### src/rtl/floor_call_panel.sv
// floor_call_panel: per-floor call buttons are synchronized, debounced and
// tracked through IDLE -> PENDING -> SERVING, driving steady/blinking LED
// enables and the lowest-index pending floor for the car controller.
module floor_call_panel #(
    parameter int N_FLOORS        = 4,
    parameter int DEBOUNCE_CYCLES = 1_000_000,
    parameter int SERVE_CYCLES    = 100_000_000
) (
    input  logic                                               clk,
    input  logic                                               rst_n,
    input  logic [N_FLOORS-1:0]                                btn,
    input  logic [((N_FLOORS > 1) ? $clog2(N_FLOORS) : 1)-1:0] cur_floor,
    input  logic                                               at_floor,
    output logic [N_FLOORS-1:0]                                enable_fijo,
    output logic [N_FLOORS-1:0]                                enable_inter,
    output logic                                               next_valid,
    output logic [((N_FLOORS > 1) ? $clog2(N_FLOORS) : 1)-1:0] next_floor
);

    localparam int FW = (N_FLOORS > 1) ? $clog2(N_FLOORS) : 1;
    localparam int DW = (DEBOUNCE_CYCLES > 1) ? $clog2(DEBOUNCE_CYCLES) : 1;
    localparam int SW = (SERVE_CYCLES > 1) ? $clog2(SERVE_CYCLES) : 1;
    localparam logic [DW-1:0] DB_LAST  = DW'(DEBOUNCE_CYCLES - 1);
    localparam logic [SW-1:0] SRV_LAST = SW'(SERVE_CYCLES - 1);

    typedef enum logic [1:0] {
        ST_IDLE    = 2'd0,
        ST_PENDING = 2'd1,
        ST_SERVING = 2'd2
    } state_e;

    logic [N_FLOORS-1:0] sync1_q, sync1_d;
    logic [N_FLOORS-1:0] sync2_q, sync2_d;
    logic [N_FLOORS-1:0] db_lvl_q, db_lvl_d;
    logic [DW-1:0]       db_cnt_q  [N_FLOORS];
    logic [DW-1:0]       db_cnt_d  [N_FLOORS];
    logic [SW-1:0]       srv_cnt_q [N_FLOORS];
    logic [SW-1:0]       srv_cnt_d [N_FLOORS];
    state_e              state_q   [N_FLOORS];
    state_e              state_d   [N_FLOORS];
    logic [N_FLOORS-1:0] press;
    logic [N_FLOORS-1:0] fijo_q, fijo_d;
    logic [N_FLOORS-1:0] inter_q, inter_d;
    logic                next_valid_q, next_valid_d;
    logic [FW-1:0]       next_floor_q, next_floor_d;
    logic                found;

    // Two-flop synchronizer and per-floor debounce; a press is the cycle the
    // debounced level rises.
    always_comb begin
        sync1_d = btn;
        sync2_d = sync1_q;
        db_lvl_d = db_lvl_q;
        press = '0;
        for (int unsigned i = 0; i < N_FLOORS; i++) begin
            db_cnt_d[i] = '0;
            if (sync2_q[i] != db_lvl_q[i]) begin
                if (db_cnt_q[i] == DB_LAST) begin
                    db_lvl_d[i] = sync2_q[i];
                    press[i]    = sync2_q[i];
                end else begin
                    db_cnt_d[i] = db_cnt_q[i] + 1'b1;
                end
            end
        end
    end

    // Per-floor call FSM next state and serve timer.
    always_comb begin
        for (int unsigned i = 0; i < N_FLOORS; i++) begin
            state_d[i]   = state_q[i];
            srv_cnt_d[i] = srv_cnt_q[i];
            case (state_q[i])
                ST_IDLE: begin
                    if (press[i]) begin
                        if (at_floor && (cur_floor == FW'(i))) begin
                            state_d[i]   = ST_SERVING;
                            srv_cnt_d[i] = '0;
                        end else begin
                            state_d[i] = ST_PENDING;
                        end
                    end
                end
                ST_PENDING: begin
                    if (at_floor && (cur_floor == FW'(i))) begin
                        state_d[i]   = ST_SERVING;
                        srv_cnt_d[i] = '0;
                    end
                end
                ST_SERVING: begin
                    if (srv_cnt_q[i] == SRV_LAST) begin
                        state_d[i]   = ST_IDLE;
                        srv_cnt_d[i] = '0;
                    end else begin
                        srv_cnt_d[i] = srv_cnt_q[i] + 1'b1;
                    end
                end
                default: begin
                    state_d[i]   = ST_IDLE;
                    srv_cnt_d[i] = '0;
                end
            endcase
        end
    end

    // Output decode of the current state, registered; lowest pending floor wins.
    always_comb begin
        fijo_d       = '0;
        inter_d      = '0;
        next_floor_d = '0;
        found        = 1'b0;
        for (int unsigned i = 0; i < N_FLOORS; i++) begin
            fijo_d[i]  = (state_q[i] == ST_PENDING);
            inter_d[i] = (state_q[i] == ST_SERVING);
        end
        next_valid_d = |fijo_d;
        for (int unsigned i = 0; i < N_FLOORS; i++) begin
            if (!found && fijo_d[i]) begin
                next_floor_d = FW'(i);
                found        = 1'b1;
            end
        end
    end

    // State registers, all cleared asynchronously by reset.
    always_ff @(posedge clk or negedge rst_n) begin
        if (!rst_n) begin
            sync1_q      <= '0;
            sync2_q      <= '0;
            db_lvl_q     <= '0;
            fijo_q       <= '0;
            inter_q      <= '0;
            next_valid_q <= 1'b0;
            next_floor_q <= '0;
            for (int unsigned i = 0; i < N_FLOORS; i++) begin
                db_cnt_q[i]  <= '0;
                srv_cnt_q[i] <= '0;
                state_q[i]   <= ST_IDLE;
            end
        end else begin
            sync1_q      <= sync1_d;
            sync2_q      <= sync2_d;
            db_lvl_q     <= db_lvl_d;
            fijo_q       <= fijo_d;
            inter_q      <= inter_d;
            next_valid_q <= next_valid_d;
            next_floor_q <= next_floor_d;
            for (int unsigned i = 0; i < N_FLOORS; i++) begin
                db_cnt_q[i]  <= db_cnt_d[i];
                srv_cnt_q[i] <= srv_cnt_d[i];
                state_q[i]   <= state_d[i];
            end
        end
    end

    assign enable_fijo  = fijo_q;
    assign enable_inter = inter_q;
    assign next_valid   = next_valid_q;
    assign next_floor   = next_floor_q;

endmodule

### config.mk
export PLATFORM = sky130hd
export DESIGN_NAME = floor_call_panel
export DESIGN_NICKNAME = d
export VERILOG_FILES = /design/src/rtl/floor_call_panel.sv
export SDC_FILE = /design/constraint.sdc
export NUM_CORES = 1
export LEC_CHECK = 0
export ABC_AREA = 1
export CORE_ASPECT_RATIO = 1.2
export CORE_MARGIN = 2
export CORE_UTILIZATION = 42
export CTS_CLUSTER_SIZE = 28
export DETAILED_ROUTE_END_ITERATION = 12
export PLACE_DENSITY = 0.66
export SLEW_MARGIN = 5
export SYNTH_ARGS = -nofsm -noshare
export SYNTH_HDL_FRONTEND = slang
export SYNTH_SLANG_ARGS = --single-unit
### constraint.sdc
create_clock -name clk -period 2.3 [get_ports clk]
set_input_delay 0.23 -clock clk [delete_from_list [all_inputs] [get_ports clk]]
set_output_delay 0.23 -clock clk [all_outputs]
set_load 0.01 [all_outputs]
==> results of run 1 <==
-- cell usage in the layout (no fill, tap or decap), types with 14 or more instances in the layout --
cell type                         count
sky130_fd_sc_hd__a21oi_1             21
sky130_fd_sc_hd__buf_4               14
sky130_fd_sc_hd__clkbuf_16           25
sky130_fd_sc_hd__clkdlybuf4s50_1     18
sky130_fd_sc_hd__dfrtp_1            219
sky130_fd_sc_hd__inv_1              195
sky130_fd_sc_hd__inv_2               16
sky130_fd_sc_hd__nand2_1            643
sky130_fd_sc_hd__nand3_1            174
sky130_fd_sc_hd__nand4_1             38
sky130_fd_sc_hd__nor2_1             274
sky130_fd_sc_hd__nor2_2              15
sky130_fd_sc_hd__nor3_1              47
sky130_fd_sc_hd__o21ai_0             24
sky130_fd_sc_hd__xnor2_1             20
sky130_fd_sc_hd__xor2_1              35
-- flip-flops by register name, indices dropped and copies added (netlist names) --
register / flops
db_cnt_q: 80
next_valid: 1
next_floor: 2
enable_fijo: 4
sync1_q: 4
state_q: 8
enable_inter: 4
db_lvl_q: 4
sync2_q: 4
srv_cnt_q: 108
-- report_power, final --
group / total (mW) / internal (mW) / switching (mW)
Combinational: 0.589 / 0.196 / 0.393
Clock: 4.24 / 2.61 / 1.63
Sequential: 4.04 / 3.96 / 0.0807
-- routing by layer --
layer / vias to the layer above / track usage, %
met2: 177 / 31.3
met5: - / 0
met1: 5173 / 24.4
met3: 47 / 1.98
li1: 5847 / -
met4: 0 / 6.00
-- stage by stage --
stage,util (%),hold slack (ns),cell area (um^2),setup WS (ns)
after global routing,48.1,0.120,14300,0.0748
final,48.1,0.130,14300,0.312
after CTS,48.1,0.0980,14300,0.285
after floorplan,-,-0.0656,12700,0.702
after global placement,45.1,0.124,13400,0.371
after detailed placement,45.1,0.125,13400,0.266
-- layout make-up --
class / instances / area (um^2) / area share (%)
flip-flops and latches: 219 / 5480 / 38.4
repair buffers: 36 / 350 / 2.45
multi-input cells: 1378 / 6300 / 44.1
clock inverters: 14 / 211 / 1.48
clock buffers: 28 / 657 / 4.60
well taps: 390 / 488 / 3.42
inverters: 213 / 802 / 5.61
-- worst min path at each step --
| stage | startpoint | endpoint | slack, ns | depth (start not counted) |
|---|---|---|---|---|
| after floorplan | rst_n | db_cnt_q[0] | -0.07 | 0 |
| after global placement | rst_n | db_cnt_q[74] | 0.12 | 1 |
| after detailed placement | rst_n | db_cnt_q[74] | 0.12 | 1 |
| after CTS | btn[1] | sync1_q[1] | 0.1 | 1 |
| after global routing | btn[1] | sync1_q[1] | 0.12 | 1 |
| final | btn[1] | sync1_q[1] | 0.13 | 1 |
-- repair_timing --
action,in CTS,in global routing
setup endpoints to repair,0,0
resized for setup,0,0
hold buffers,1,0
hold endpoints to repair,182,0
-- worst max-delay path, cell delays in order (launching register included) --
cell and delay, ns:
sky130_fd_sc_hd__dfrtp_1 0.43, sky130_fd_sc_hd__ha_1 0.25, sky130_fd_sc_hd__nand2_2 0.11, sky130_fd_sc_hd__nor2_4 0.06, sky130_fd_sc_hd__inv_4 0.08, sky130_fd_sc_hd__nor2_8 0.06, sky130_fd_sc_hd__nand3_2 0.07, sky130_fd_sc_hd__nor2_2 0.04
sky130_fd_sc_hd__nor2_2 0.59, sky130_fd_sc_hd__nand3_1 0.15, sky130_fd_sc_hd__nand2_1 0.10
-- kinds of logic after synthesis --
family,synth area share [%]
buf+inv,7.34
compound gates,3.10
simple gates,41.9
flops,43.1
fa+ha+maj,0.788
xor+xnor,3.79
==> out/summary.log, run 1 <==
INFO  final_layout   post_route_cells_drive_above_1_share=6.46%
INFO  routing        met3RoutedLength=893um
INFO  routing        remaining_drc_errors=0
INFO  critical_path  timing.setup.critical_path_class=flop to flop
INFO  logic_synthesis synth_area_leader_cell=sky130_fd_sc_hd__dfrtp_1
INFO  critical_path  timing.reg2reg.setup_slack=0.31ns
INFO  timing         worst_clock_skew=0.0344ns
INFO  logic_synthesis count_of_yosys_warnings_during_synthesis=0
INFO  logic_synthesis netlist-cell-type-count=40
INFO  critical_path  crit_path_end=srv_cnt_q[76]
INFO  logic_synthesis synth_edf_count=0
INFO  logic_synthesis async_reset_ff_share=100%
INFO  placed_design  detailed_place_hpwl=20,100um
INFO  critical_path  crit-reg2reg-capture=srv_cnt_q[76]
INFO  floorplan      floorplan.initialDensity=42.8%
INFO  final_layout   diode_count=0
INFO  logic_synthesis yosysMostFrequentCell=sky130_fd_sc_hd__nand2_1
INFO  final_layout   finish.net_count=1,890
INFO  logic_synthesis ys_dominant_reg_cell=sky130_fd_sc_hd__dfrtp_1
INFO  logic_synthesis post_synth_most_frequent_cells=643 x sky130_fd_sc_hd__nand2_1, 274 x sky130_fd_sc_hd__nor2_1, 219 x sky130_fd_sc_hd__dfrtp_1
INFO  routing        totalWireLength=28,100um
INFO  routing        drt_first_pass_iters=5
INFO  power_and_ir_drop p_total=8.87mW
INFO  power_and_ir_drop power_per_cell_area=621mW/mm^2
INFO  clocking       cts_num_sinks=219
INFO  timing         max_slew_headroom=48.6%
INFO  global_route   overflow_after_grt=0
INFO  critical_path  crit_path_max_fanout=17
INFO  clocking       path_clk_slew=0.07ns
INFO  floorplan      floorplan.io_pins=20
INFO  global_route   pin_count_of_the_biggest_net_entering_global_routing=85
INFO  logic_synthesis synth-seq-cells=219
INFO  timing         worstMarginPinSlew=0.771ns
INFO  logic_synthesis synth.area.top_cells=sky130_fd_sc_hd__dfrtp_1 43%, sky130_fd_sc_hd__nand2_1 19%, sky130_fd_sc_hd__nor2_1 8.1%, sky130_fd_sc_hd__nand3_1 6.9%, sky130_fd_sc_hd__inv_1 5.8%
INFO  critical_path  ff2ff_path_depth=10
INFO  final_layout   flow.area_growth_from_synthesis=12.4%
INFO  timing         grt_setup_unrepaired=no
INFO  placed_design  routability_congestion_estimate_from_global_placement=0.913
INFO  routing        initial_detailed_routing_violation_count=713
INFO  routing        detailroute.via_count=11,200
INFO  final_layout   layout.cells.non_filler=2,278
INFO  power_and_ir_drop power.ir.vdd_worst=0.463mV
INFO  critical_path  crit-reg2reg-launch=srv_cnt_q[54]
INFO  placed_design  place.detailed.instances=2,235
INFO  routing        dr_wl_met2=13,300um
INFO  global_route   grt_antenna_before_repair=0
INFO  clocking       largest_buffer_count_on_any_clock_path=3
INFO  clocking       tritoncts.num_buffers=25
INFO  floorplan      die_area=0.0317mm^2
INFO  global_route   groute.usage.overall=18.4%
INFO  critical_path  critPathLaunchType=flop
INFO  timing         layout_worst_path_cycle_share=86.4%
INFO  final_layout   number_of_fillers_in_the_final_layout=3,028
INFO  critical_path  setup.worst_path.start=srv_cnt_q[54]
INFO  floorplan      core_region_area=0.0297mm^2
INFO  logic_synthesis post_synth.cell_area_avg=6.94um^2
INFO  routing        routed_via_density=4.94
INFO  timing         clock.fmax=503MHz
INFO  critical_path  critPathCaptureType=flop
INFO  floorplan      die_y=195um
INFO  clocking       postCtsSetupRepairBufs=0
INFO  power_and_ir_drop total_leakage_power=7.53nW
INFO  clocking       clk_latency=0.55ns
INFO  floorplan      placement_rows=69
INFO  routing        routedLengthMet1=13,200um
INFO  clocking       clk_root_buffer_cell=sky130_fd_sc_hd__clkbuf_16
INFO  timing         fin_setup_tns=0ns
INFO  clocking       cts_tree=yes
INFO  timing         final-setup-viol-count=0
INFO  logic_synthesis synthesis.instances=1,831
INFO  logic_synthesis post_synth_instance_area=0.0127mm^2
INFO  routing        ant_nets=0
INFO  logic_synthesis synth-seq-area-share=43.1%
INFO  hold_path      hold_class=primary input to flop
INFO  global_route   grt_pass1_vias=10,900
INFO  timing         hold_violations=0
INFO  routing        drt-wirelength-per-cell=12.3um
INFO  timing         slew_violations=0
INFO  global_route   grt_pass1_wl=49,500um
INFO  clocking       ctsHtreeMaxLevel=1
INFO  placed_design  port-buffer-count=19
INFO  critical_path  crit_required=2.79ns
INFO  critical_path  worstPathArrival=2.48ns
INFO  outcome        run_status=finished, final reports clean
INFO  logic_synthesis mappedNetlistNets=1,848
INFO  floorplan      floorplan.die.width=163um
INFO  logic_synthesis yosys.area.top_type_share=43.1%
INFO  routing        dr.max_layer_used=met4
INFO  timing         final_period_minus_worst_setup_slack=1.99ns
INFO  run            drv_cap=0
Note: power is estimated with default switching activity, not from simulation.
==> inputs of run 2 (changes only) <==
Settings changed: CTS_CLUSTER_SIZE 28 to 8.
==> run 2 against run 1 <==
Compared with the run above: non-clock buffer count unchanged; via count decreased by 0.25%; global-route usage about the same; wire length about the same; critical endpoint is now srv_cnt_q[78]; largest cell class unchanged.
==> out/summary.log, run 2 (synthesized netlist as in run 1, its figures left out) <==
INFO  hold_path      hold_class=primary input to flop
INFO  timing         max_slew_headroom=47.9% [-0.67 points]
INFO  clocking       postCtsResizedCells=0 [unchanged]
INFO  clocking       cts_hold_repair.buffers=1 [unchanged]
INFO  final_layout   design_area=0.0142mm^2 [-0.43%]
INFO  timing         layout_worst_path_cycle_share=86.7% [+0.33 points]
INFO  hold_path      worst_hold_path.endpoint=sync1_q[2]
INFO  final_layout   top_regs=srv_cnt_q: 108 flops, db_cnt_q: 80 flops, state_q: 8 flops
INFO  power_and_ir_drop power.ir.vdd_worst=0.372mV [-20%]
INFO  floorplan      die_area=0.0317mm^2 [unchanged]
INFO  final_layout   finish.utilization=47.9% [-0.21 points]
INFO  routing        totalWireLength=28,100um [about the same]
INFO  routing        initial_detailed_routing_violation_count=669 [-6.2%]
INFO  power_and_ir_drop total_leakage_power=7.51nW [-0.34%]
INFO  clocking       cts_num_sinks=219 [unchanged]
INFO  hold_path      timing.hold.worst.start=btn[2]
INFO  floorplan      floorplan.initialDensity=42.8% [unchanged]
INFO  critical_path  worstPathArrival=2.48ns [about the same]
INFO  routing        drt-wirelength-per-cell=12.4um [+0.37%]
INFO  global_route   groute.usage.overall=18.4% [about the same]
INFO  clocking       clk_root_buffer_cell=sky130_fd_sc_hd__clkbuf_16
INFO  timing         grt_setup_unrepaired=no
INFO  routing        drt_first_pass_iters=5 [unchanged]
INFO  routing        remaining_drc_errors=0 [unchanged]
INFO  clocking       tritoncts.num_buffers=31 [+24%]
INFO  timing         clock.fmax=501MHz [-0.38%]
INFO  timing         worst_clock_skew=0.00933ns [-0.0251 ns]
INFO  placed_design  dpl-instance-area=0.0134mm^2 [unchanged]
INFO  critical_path  ff2ff_path_depth=10 [unchanged]
INFO  global_route   grt_pass1_vias=10,900 [+0.17%]
INFO  final_layout   flow.area_growth_from_synthesis=11.9%
INFO  critical_path  critPathCaptureType=flop
INFO  global_route   grt_pass1_wl=49,500um [about the same]
INFO  clocking       ctsHtreeMaxLevel=1 [unchanged]
INFO  clocking       cts_tree=yes
INFO  clocking       largest_buffer_count_on_any_clock_path=3 [unchanged]
INFO  critical_path  crit_path_max_fanout=17 [unchanged]
INFO  timing         hold-worst-slack=0.131ns [+0.00109 ns]
INFO  clocking       postCtsSetupRepairBufs=0 [unchanged]
INFO  floorplan      floorplan.die.width=163um [unchanged]
INFO  power_and_ir_drop p_total=8.61mW [-2.9%]
INFO  timing         slew_violations=0 [unchanged]
INFO  final_layout   mostFrequentLayoutCell=sky130_fd_sc_hd__nand2_1
INFO  critical_path  crit_required=2.79ns [about the same]
INFO  global_route   pin_count_of_the_biggest_net_entering_global_routing=85 [unchanged]
INFO  placed_design  port-buffer-count=19 [unchanged]
INFO  final_layout   finish.net_count=1,896 [+0.32%]
INFO  final_layout   largest_reg_flops=108 [unchanged]
INFO  final_layout   layout.cells.non_filler=2,270 [-0.35%]
INFO  floorplan      floorplan.io_pins=20 [unchanged]
INFO  global_route   overflow_after_grt=0 [unchanged]
INFO  final_layout   diode_count=0 [unchanged]
INFO  timing         setup_ws=0.305ns [-0.00765 ns]
INFO  placed_design  routability_congestion_estimate_from_global_placement=0.913 [unchanged]
INFO  run            drv_cap=0 [unchanged]
INFO  critical_path  crit-reg2reg-launch=srv_cnt_q[54]
INFO  clocking       path_clk_slew=0.05ns [-0.02 ns]
INFO  critical_path  crit-reg2reg-capture=srv_cnt_q[78]
INFO  routing        routed_via_density=4.94 [+0.10%]
INFO  critical_path  timing.reg2reg.setup_slack=0.30ns [about the same]
INFO  final_layout   registers.top_by_ff_count=srv_cnt_q
INFO  placed_design  detailed_place_hpwl=20,100um [unchanged]
INFO  global_route   grt_antenna_before_repair=0 [unchanged]
INFO  critical_path  critPathLaunchType=flop
INFO  placed_design  place.detailed.instances=2,235 [unchanged]
INFO  outcome        run_status=finished, final reports clean
INFO  power_and_ir_drop power_per_cell_area=605mW/mm^2 [-2.5%]
INFO  routing        ant_nets=0 [unchanged]
INFO  timing         fin_setup_tns=0ns [unchanged]
INFO  floorplan      die_y=195um [unchanged]
INFO  placed_design  dp_worst_setup_slack=0.266ns [unchanged]
INFO  clocking       clk_latency=0.55ns [about the same]
INFO  floorplan      placement_rows=69 [unchanged]
INFO  final_layout   post_route_cells_drive_above_1_share=6.06% [-0.40 points]
INFO  floorplan      core_region_area=0.0297mm^2 [unchanged]
INFO  timing         worstMarginPinSlew=0.781ns [+0.0101 ns]
INFO  critical_path  timing.setup.critical_path_class=flop to flop
INFO  final_layout   layout.cells.most_common_list=643 x sky130_fd_sc_hd__nand2_1, 274 x sky130_fd_sc_hd__nor2_1, 219 x sky130_fd_sc_hd__dfrtp_1, 195 x sky130_fd_sc_hd__inv_1, 174 x sky130_fd_sc_hd__nand3_1
INFO  routing        detailroute.via_count=11,200 [-0.25%]
INFO  hold_path      whs_path_depth=1 [unchanged]
INFO  timing         final-setup-viol-count=0 [unchanged]
INFO  timing         final_period_minus_worst_setup_slack=2.00ns [+0.00765 ns]
INFO  timing         hold_violations=0 [unchanged]
## run 2: worst max path at each step
stage	startpoint	cells past startpoint	end	slack (ns)
global route	srv_cnt_q[54]	10	srv_cnt_q[78]	0.07
floorplan	srv_cnt_q[54]	11	srv_cnt_q[78]	0.70
global placement	srv_cnt_q[54]	10	srv_cnt_q[78]	0.37
CTS	srv_cnt_q[54]	10	srv_cnt_q[78]	0.28
detailed placement	srv_cnt_q[54]	10	srv_cnt_q[78]	0.27
finish	srv_cnt_q[54]	10	srv_cnt_q[78]	0.30
## run 2: cell type report
cell class / instances / area [um^2]
Fill cell: 3017 / 15500
Sequential cell: 219 / 5480
Timing Repair Buffer: 36 / 350
Multi-Input combinational cell: 1378 / 6300
Tap cell: 390 / 488
Clock buffer: 34 / 807
Inverter: 213 / 802
## run 2: critical path: stages, from the launching register on
cell and delay [ns]:
sky130_fd_sc_hd__dfrtp_1 0.42, sky130_fd_sc_hd__ha_1 0.25, sky130_fd_sc_hd__nand2_2 0.11, sky130_fd_sc_hd__nor2_4 0.06
sky130_fd_sc_hd__inv_4 0.08, sky130_fd_sc_hd__nor2_8 0.06, sky130_fd_sc_hd__nand3_2 0.07, sky130_fd_sc_hd__nor2_2 0.04
sky130_fd_sc_hd__nor2_2 0.60, sky130_fd_sc_hd__nand3_1 0.16, sky130_fd_sc_hd__nand2_1 0.10
## run 2: where the power goes
part           switching (mW)  internal [mW]  leakage [nW]
sequential             0.0812           3.97          2.72
combinational           0.397          0.196          4.39
clock                    1.56           2.40         0.398
## run 2: metal layers
layer  vias up  wire length, um  track usage, %
li1       5843                -               -
met1      5150            13200            24.6
met2       173            13300            31.0
met3        50              893            2.03
met4         0              755            6.23
met5         -                0               0
